===== src/rtl/ntt_pkg.sv =====
// Shared constants and FSM encoding for the four-point negacyclic NTT pair over q = 7681.
package ntt_pkg;

    localparam int unsigned W = 17;

    localparam logic [W-1:0] Q        = 17'd7681;
    localparam logic [W-1:0] PSI      = 17'd1925;
    localparam logic [W-1:0] PSI2     = 17'd3383;
    localparam logic [W-1:0] PSI3     = 17'd6468;
    localparam logic [W-1:0] PSI_INV  = 17'd1213;
    localparam logic [W-1:0] PSI_INV2 = 17'd4298;
    localparam logic [W-1:0] PSI_INV3 = 17'd5756;
    localparam logic [W-1:0] N_INV    = 17'd5761;

    typedef enum logic [2:0] {
        IDLE  = 3'd0,
        BF1   = 3'd1,
        MUL1  = 3'd2,
        BF2   = 3'd3,
        MUL2  = 3'd4,
        SCALE = 3'd5,
        DONE  = 3'd6
    } state_t;

endpackage


===== src/rtl/four_point_intt_mod_mul_q.sv =====
// Combinational modular multiplier: (a * b) mod Q on a full-width product.
module mod_mul_q
    import ntt_pkg::*;
(
    input  logic [W-1:0] a_i,
    input  logic [W-1:0] b_i,
    output logic [W-1:0] p_o
);

    logic [2*W-1:0] prod;

    assign prod = {{W{1'b0}}, a_i} * {{W{1'b0}}, b_i};
    assign p_o  = W'(prod % {{W{1'b0}}, Q});

endmodule


===== src/rtl/four_point_intt.sv =====
// Four-point negacyclic inverse NTT (Gentleman-Sande) with one shared multiplier.
// Working registers r0..r3 are updated in place: y -> t/d -> z/e -> z.
module four_point_intt
    import ntt_pkg::*;
(
    input  logic         clk,
    input  logic         reset,
    input  logic         in_valid,
    output logic         in_ready,
    input  logic [W-1:0] in0,
    input  logic [W-1:0] in1,
    input  logic [W-1:0] in2,
    input  logic [W-1:0] in3,
    output logic         out_valid,
    input  logic         out_ready,
    output logic [W-1:0] out0,
    output logic [W-1:0] out1,
    output logic [W-1:0] out2,
    output logic [W-1:0] out3
);

    state_t       state_q, state_d;
    logic [1:0]   cnt_q, cnt_d;
    logic [W-1:0] r_q   [4];
    logic [W-1:0] r_d   [4];
    logic [W-1:0] out_q [4];
    logic [W-1:0] out_d [4];
    logic         out_valid_q, out_valid_d;
    logic [W-1:0] mul_a, mul_b, mul_p;

    function automatic logic [W-1:0] add_q(input logic [W-1:0] a, input logic [W-1:0] b);
        logic [W:0] s;
        s = {1'b0, a} + {1'b0, b};
        if (s >= {1'b0, Q}) s = s - {1'b0, Q};
        return s[W-1:0];
    endfunction

    function automatic logic [W-1:0] sub_q(input logic [W-1:0] a, input logic [W-1:0] b);
        return (a < b) ? (a + Q - b) : (a - b);
    endfunction

    mod_mul_q u_mul (
        .a_i (mul_a),
        .b_i (mul_b),
        .p_o (mul_p)
    );

    // State register
    always_ff @(posedge clk) begin
        if (reset) begin
            state_q <= IDLE;
            cnt_q   <= 2'd0;
        end else begin
            state_q <= state_d;
            cnt_q   <= cnt_d;
        end
    end

    // Next-state logic
    always_comb begin
        state_d = state_q;
        cnt_d   = cnt_q;
        case (state_q)
            IDLE:  if (in_valid) state_d = BF1;
            BF1:   begin state_d = MUL1; cnt_d = 2'd0; end
            MUL1:  if (cnt_q == 2'd1) begin state_d = BF2; cnt_d = 2'd0; end
                   else cnt_d = cnt_q + 2'd1;
            BF2:   begin state_d = MUL2; cnt_d = 2'd0; end
            MUL2:  if (cnt_q == 2'd1) begin state_d = SCALE; cnt_d = 2'd0; end
                   else cnt_d = cnt_q + 2'd1;
            SCALE: if (cnt_q == 2'd3) begin state_d = DONE; cnt_d = 2'd0; end
                   else cnt_d = cnt_q + 2'd1;
            DONE:  if (out_ready) state_d = IDLE;
            default: state_d = IDLE;
        endcase
    end

    // Datapath and output next values; multiplier operands are muxed per step
    always_comb begin
        r_d         = r_q;
        out_d       = out_q;
        out_valid_d = out_valid_q;
        mul_a       = r_q[0];
        mul_b       = N_INV;
        case (state_q)
            IDLE: if (in_valid) begin
                r_d[0] = in0 % Q;
                r_d[1] = in1 % Q;
                r_d[2] = in2 % Q;
                r_d[3] = in3 % Q;
            end
            BF1: begin
                r_d[0] = add_q(r_q[0], r_q[1]);
                r_d[1] = sub_q(r_q[0], r_q[1]);
                r_d[2] = add_q(r_q[2], r_q[3]);
                r_d[3] = sub_q(r_q[2], r_q[3]);
            end
            MUL1: begin
                mul_a = cnt_q[0] ? r_q[3] : r_q[1];
                mul_b = cnt_q[0] ? PSI_INV3 : PSI_INV;
                if (cnt_q[0]) r_d[3] = mul_p;
                else          r_d[1] = mul_p;
            end
            BF2: begin
                r_d[0] = add_q(r_q[0], r_q[2]);
                r_d[2] = sub_q(r_q[0], r_q[2]);
                r_d[1] = add_q(r_q[1], r_q[3]);
                r_d[3] = sub_q(r_q[1], r_q[3]);
            end
            MUL2: begin
                mul_a = cnt_q[0] ? r_q[3] : r_q[2];
                mul_b = PSI_INV2;
                if (cnt_q[0]) r_d[3] = mul_p;
                else          r_d[2] = mul_p;
            end
            SCALE: begin
                mul_a        = r_q[cnt_q];
                mul_b        = N_INV;
                out_d[cnt_q] = mul_p;
                if (cnt_q == 2'd3) out_valid_d = 1'b1;
            end
            DONE: if (out_ready) out_valid_d = 1'b0;
            default: ;
        endcase
    end

    always_ff @(posedge clk) begin
        if (reset) begin
            for (int i = 0; i < 4; i++) begin
                r_q[i]   <= '0;
                out_q[i] <= '0;
            end
            out_valid_q <= 1'b0;
        end else begin
            r_q         <= r_d;
            out_q       <= out_d;
            out_valid_q <= out_valid_d;
        end
    end

    assign in_ready  = (state_q == IDLE);
    assign out_valid = out_valid_q;
    assign out0      = out_q[0];
    assign out1      = out_q[1];
    assign out2      = out_q[2];
    assign out3      = out_q[3];

endmodule


===== config.mk =====
export PLATFORM = sky130hd
export DESIGN_NAME = four_point_intt
export DESIGN_NICKNAME = d
export VERILOG_FILES = /design/src/rtl/ntt_pkg.sv /design/src/rtl/four_point_intt_mod_mul_q.sv /design/src/rtl/four_point_intt.sv
export SDC_FILE = /design/constraint.sdc
export NUM_CORES = 2
export LEC_CHECK = 0
export ABC_AREA = 1
export CAP_MARGIN = 20
export CELL_PAD_IN_SITES_DETAIL_PLACEMENT = 1
export CELL_PAD_IN_SITES_GLOBAL_PLACEMENT = 2
export CORE_MARGIN = 2
export CORE_UTILIZATION = 32
export CTS_CLUSTER_SIZE = 10
export DETAILED_ROUTE_END_ITERATION = 10
export PLACE_DENSITY = 0.91
export SLEW_MARGIN = 20
export SYNTH_ARGS = -nofsm -noshare
export SYNTH_HDL_FRONTEND = slang
export SYNTH_SLANG_ARGS = --single-unit

===== constraint.sdc =====
create_clock -name clk -period 19.7 [get_ports clk]
set_input_delay 5.91 -clock clk [delete_from_list [all_inputs] [get_ports clk]]
set_output_delay 5.91 -clock clk [all_outputs]
set_load 0.005 [all_outputs]

==> results.md <==
Synth:
- After synthesis, the share of flip-flops with an asynchronous set or reset is 0.
- The number of flip-flops and latches in the synthesized netlist is 142.
- The cell taking the most area after synthesis is sky130_fd_sc_hd__nand2_1.
- The number of nets produced by synthesis is 7437.
- For this run, the register share of the synthesized area comes to 0.06661.
- Counting flops with a built-in enable in the synthesized netlist gives 0.
- The most common cell in the synthesized netlist is sky130_fd_sc_hd__nand2_1.
- The Yosys step of the flow raised 0 warnings.
- The number of distinct standard cells referenced by the synthesized netlist is 89.
- Sorting the synthesized cells by how often they occur yields 1421 x sky130_fd_sc_hd__nand2_1, 1227 x sky130_fd_sc_hd__inv_1, 597 x sky130_fd_sc_hd__nor2_1.
- Of the post-synthesis cell area, the dominant cell type holds 0.1250.
- The most instantiated flip-flop cell in the synthesis netlist is sky130_fd_sc_hd__dfxtp_1.
- Ranked by total cell area, the synthesized netlist is headed by sky130_fd_sc_hd__nand2_1 12%, sky130_fd_sc_hd__inv_1 11%, sky130_fd_sc_hd__ha_1 11%.
- A synthesized cell averages 6.224 um^2.
- The cell area that synthesis handed to floorplanning was 0.04268 mm^2.
- Synthesis handed over a netlist of 6857 instances.

Clocking:
- The clock passes through at most 2 buffers.
- In this run, post-CTS hold repair placed 0 buffers.
- The H-tree was split into 4 levels.
- The total CTS buffers is 17.
- After clock tree synthesis, the clock-pin slew on the worst setup and hold paths is 0.10 ns.
- For the worst-skew pair, the clock arrives at the later sink with an insertion delay of 0.54 ns.
- The CTS tree is built.
- The tree is rooted in a sky130_fd_sc_hd__clkbuf_16.
- The tree built by TritonCTS fans out to 142 sinks.

Final layout:
- At the end of the flow the core is filled with cells to 0.4497.
- The final net count is 8588.
- The cell area after layout is 0.05934 mm^2.
- From synthesis to final layout, the design area changed by 39.04%.
- Of the cells placed in the final design, the portion with a size suffix greater than 1 is 0.3121.

STA:
- The worst clock skew on the final layout is 0.02932 ns.
- The hold violation count in the final report is 0.
- Of the available clock period, the critical path in the final layout requires 1.094.
- The max-slew violation count is 0.
- Based on the critical path, the design can be clocked at up to 0.04639 GHz.
- The final worst setup slack is -1.856 ns.
- For the finished layout, the period the worst path requires is 21.56 ns.
- The worst pin sits at a relative slew slack of 0.2576.
- Setup repair after global routing could not meet its margin everywhere.
- In the final timing run, aggregate negative setup slack is -166.07 ns.
- For the pin with the worst max-slew slack, the measured transition is 1.112 ns.
- The number of setup violations in the final report is 119.

Setup path:
- The slowest stage of the critical path belongs to the cell sky130_fd_sc_hd__fa_1.
- The kind of capture point of the worst setup path is a flip-flop.
- The launching element type of the critical path is a flip-flop.
- Of all nets on the critical path, the largest fanout is 7.
- For flop-to-flop paths, the worst setup slack is -1.86 ns.
- The critical path is of the reg -> reg type.
- The worst stage delay on the critical path is 0.61 ns.
- The required arrival time at the worst endpoint is 20.08 ns.
- The endpoint arrival time on the critical path is 21.94 ns.
- The cell that appears most often on the critical path is sky130_fd_sc_hd__nand2_4.

Detailed routing:
- Before antenna repair, the detailed router went through 6 iterations.
- The detailed router finished its first iteration with 3861 violations.
- Wires add up to 216500 um.
- The detailed-route DRC error count is 0.
- The count of vias placed by the detailed router is 53230.
- Using the TritonRoute via totals, the vias-per-cell ratio works out to 5.444.
- The routed wirelength normalized by instance count is 22.14 um.
- In this run the remaining antenna-violating nets after routing total 0.

Global route:
- The pin count of the biggest net entering global routing is 74.
- Global routing finished with a remaining overflow of 0.
- The via count of the first global-routing pass came to 53400.
- The number of antenna violations at the first check in global routing was 12.
- The first global-routing pass estimated 292100 um of wire.
- The combined global-route utilization of all metal layers is 0.2689.

Flow run:
- The number of max-cap violations is 0.

Floorplanning:
- The die is 369.2 um wide.
- The vertical die dimension is 369.2 um.
- The floorplan step defined a die boundary enclosing 0.1363 mm^2.
- For this configuration, the core starts out at a cell density of 0.3234.
- The core footprint is 0.1320 mm^2.
- 142 I/O pins were placed.
- The floorplan has 133 rows.

Status:
- The flow ran to the end, but the final reports show violations.
- The final reports fail on negative setup slack.

Place:
- The placer's final routability congestion estimate is 0.9855.
- The count of buffers from port buffering is 141.
- The area after detailed placement is 0.05173 mm^2.
- Prior to clock tree synthesis, the placed netlist has a worst setup slack of -1.221 ns.
- Detailed placement ended at an HPWL of 153300 um.

Min path:
- The min-delay analysis places its worst path in the category reg -> reg.
[state kept, by name (all words and copies together) (netlist names)]
signal and flops:
state_q 3, out0 17, r_q 68, out2 17
out3 17, cnt_q 2, out1 17, out_valid 1
[final cells by class]
class / count / area [um^2]
antenna: 2 / 5.005
clock buffer: 17 / 425.4
clock inverter: 15 / 188.9
fill: 16960 / 72620
inverter: 1315 / 5050
multi-input combinational: 5272 / 37840
sequential: 142 / 2855
tap: 1755 / 2196
timing repair buffer: 1258 / 10760
timing repair inverter: 2 / 18.77
[placed cells by master, fill, tap and decap left out, types with 15 or more instances in the layout]
cell and instances:
sky130_fd_sc_hd__clkbuf_16 18, sky130_fd_sc_hd__o21ai_2 33, sky130_fd_sc_hd__inv_1 1154, sky130_fd_sc_hd__ha_1 343, sky130_fd_sc_hd__or2_2 26, sky130_fd_sc_hd__o21ai_0 317, sky130_fd_sc_hd__fa_1 139, sky130_fd_sc_hd__buf_6 112
sky130_fd_sc_hd__o21bai_1 99, sky130_fd_sc_hd__a31oi_1 16, sky130_fd_sc_hd__inv_2 119, sky130_fd_sc_hd__a221oi_1 18, sky130_fd_sc_hd__xnor2_1 51, sky130_fd_sc_hd__o21ai_4 15, sky130_fd_sc_hd__clkdlybuf4s50_1 140, sky130_fd_sc_hd__nand3_4 76
sky130_fd_sc_hd__o21ai_1 31, sky130_fd_sc_hd__a21oi_1 354, sky130_fd_sc_hd__nand3_2 107, sky130_fd_sc_hd__buf_4 962, sky130_fd_sc_hd__nor4_1 22, sky130_fd_sc_hd__nor2_4 123, sky130_fd_sc_hd__nor2_1 478, sky130_fd_sc_hd__nand3_1 346
sky130_fd_sc_hd__a21oi_2 77, sky130_fd_sc_hd__xor2_1 283, sky130_fd_sc_hd__nand2_1 1221, sky130_fd_sc_hd__nand4_1 131, sky130_fd_sc_hd__buf_12 28, sky130_fd_sc_hd__dfxtp_1 138, sky130_fd_sc_hd__nor3_1 75, sky130_fd_sc_hd__nor2_2 80
sky130_fd_sc_hd__nand2_8 42, sky130_fd_sc_hd__nand2_4 220, sky130_fd_sc_hd__nand2_2 279, sky130_fd_sc_hd__o211ai_1 45, sky130_fd_sc_hd__nand3b_1 19, sky130_fd_sc_hd__ha_4 17
[critical path: cells and delay by family (launching register included)]
family,cells,cell delay (ns)
DFF,1,0.41
adders and majority gates,7,2.67
buffers and inverters,27,3.45
AOI/OAI and AO/OA,11,1.81
and+or+nand+nor,111,12.63
xor gates and xnor gates,2,0.33
[what timing repair did]
item,4_1_cts,5_1_grt
pin swaps,219,414
setup buffers,144,117
cloned,13,3
resized for setup,447,727
endpoints found under the setup margin,119,119
[through the flow]
stage	hold slack, ns	cells
6_report	0.5446	9778
5_1_grt	0.5596	9777
4_1_cts	0.5017	9666
3_5_place_dp	0.4915	9479
3_3_place_gp	0.4844	9479
2_1_floorplan	0.4908	6857
[cell families after synthesis]
group / count (synthesis) / share of synthesized area
flops: 142 / 0.06661
buf+inv: 1449 / 0.1443
compound gates: 1124 / 0.1598
fa+ha+maj: 508 / 0.1744
xor+xnor: 346 / 0.07119
simple gates: 3288 / 0.3837
[final timing paths]
check	to	cells past startpoint	startpoint
max reg2reg	r_q[25]$_SDFFE_PP0P_	158	state_q[2]$_SDFFE_PP0P_
min reg2reg	r_q[53]$_SDFFE_PP0P_	2	r_q[53]$_SDFFE_PP0P_
min	r_q[53]$_SDFFE_PP0P_	2	r_q[53]$_SDFFE_PP0P_
max	r_q[25]$_SDFFE_PP0P_	158	state_q[2]$_SDFFE_PP0P_
[metal layers]
metal	vias to the layer above	global-route usage	share of wire
li1	24210	-	-
met1	26160	0.3280	0.39
met2	2072	0.4755	0.48
met3	765	0.02760	0.063
met4	20	0.1180	0.059
met5	-	0	0.00062
Power is not shown: default switching activity piles up to over one toggle a cycle in this logic, so the estimate is an artifact.
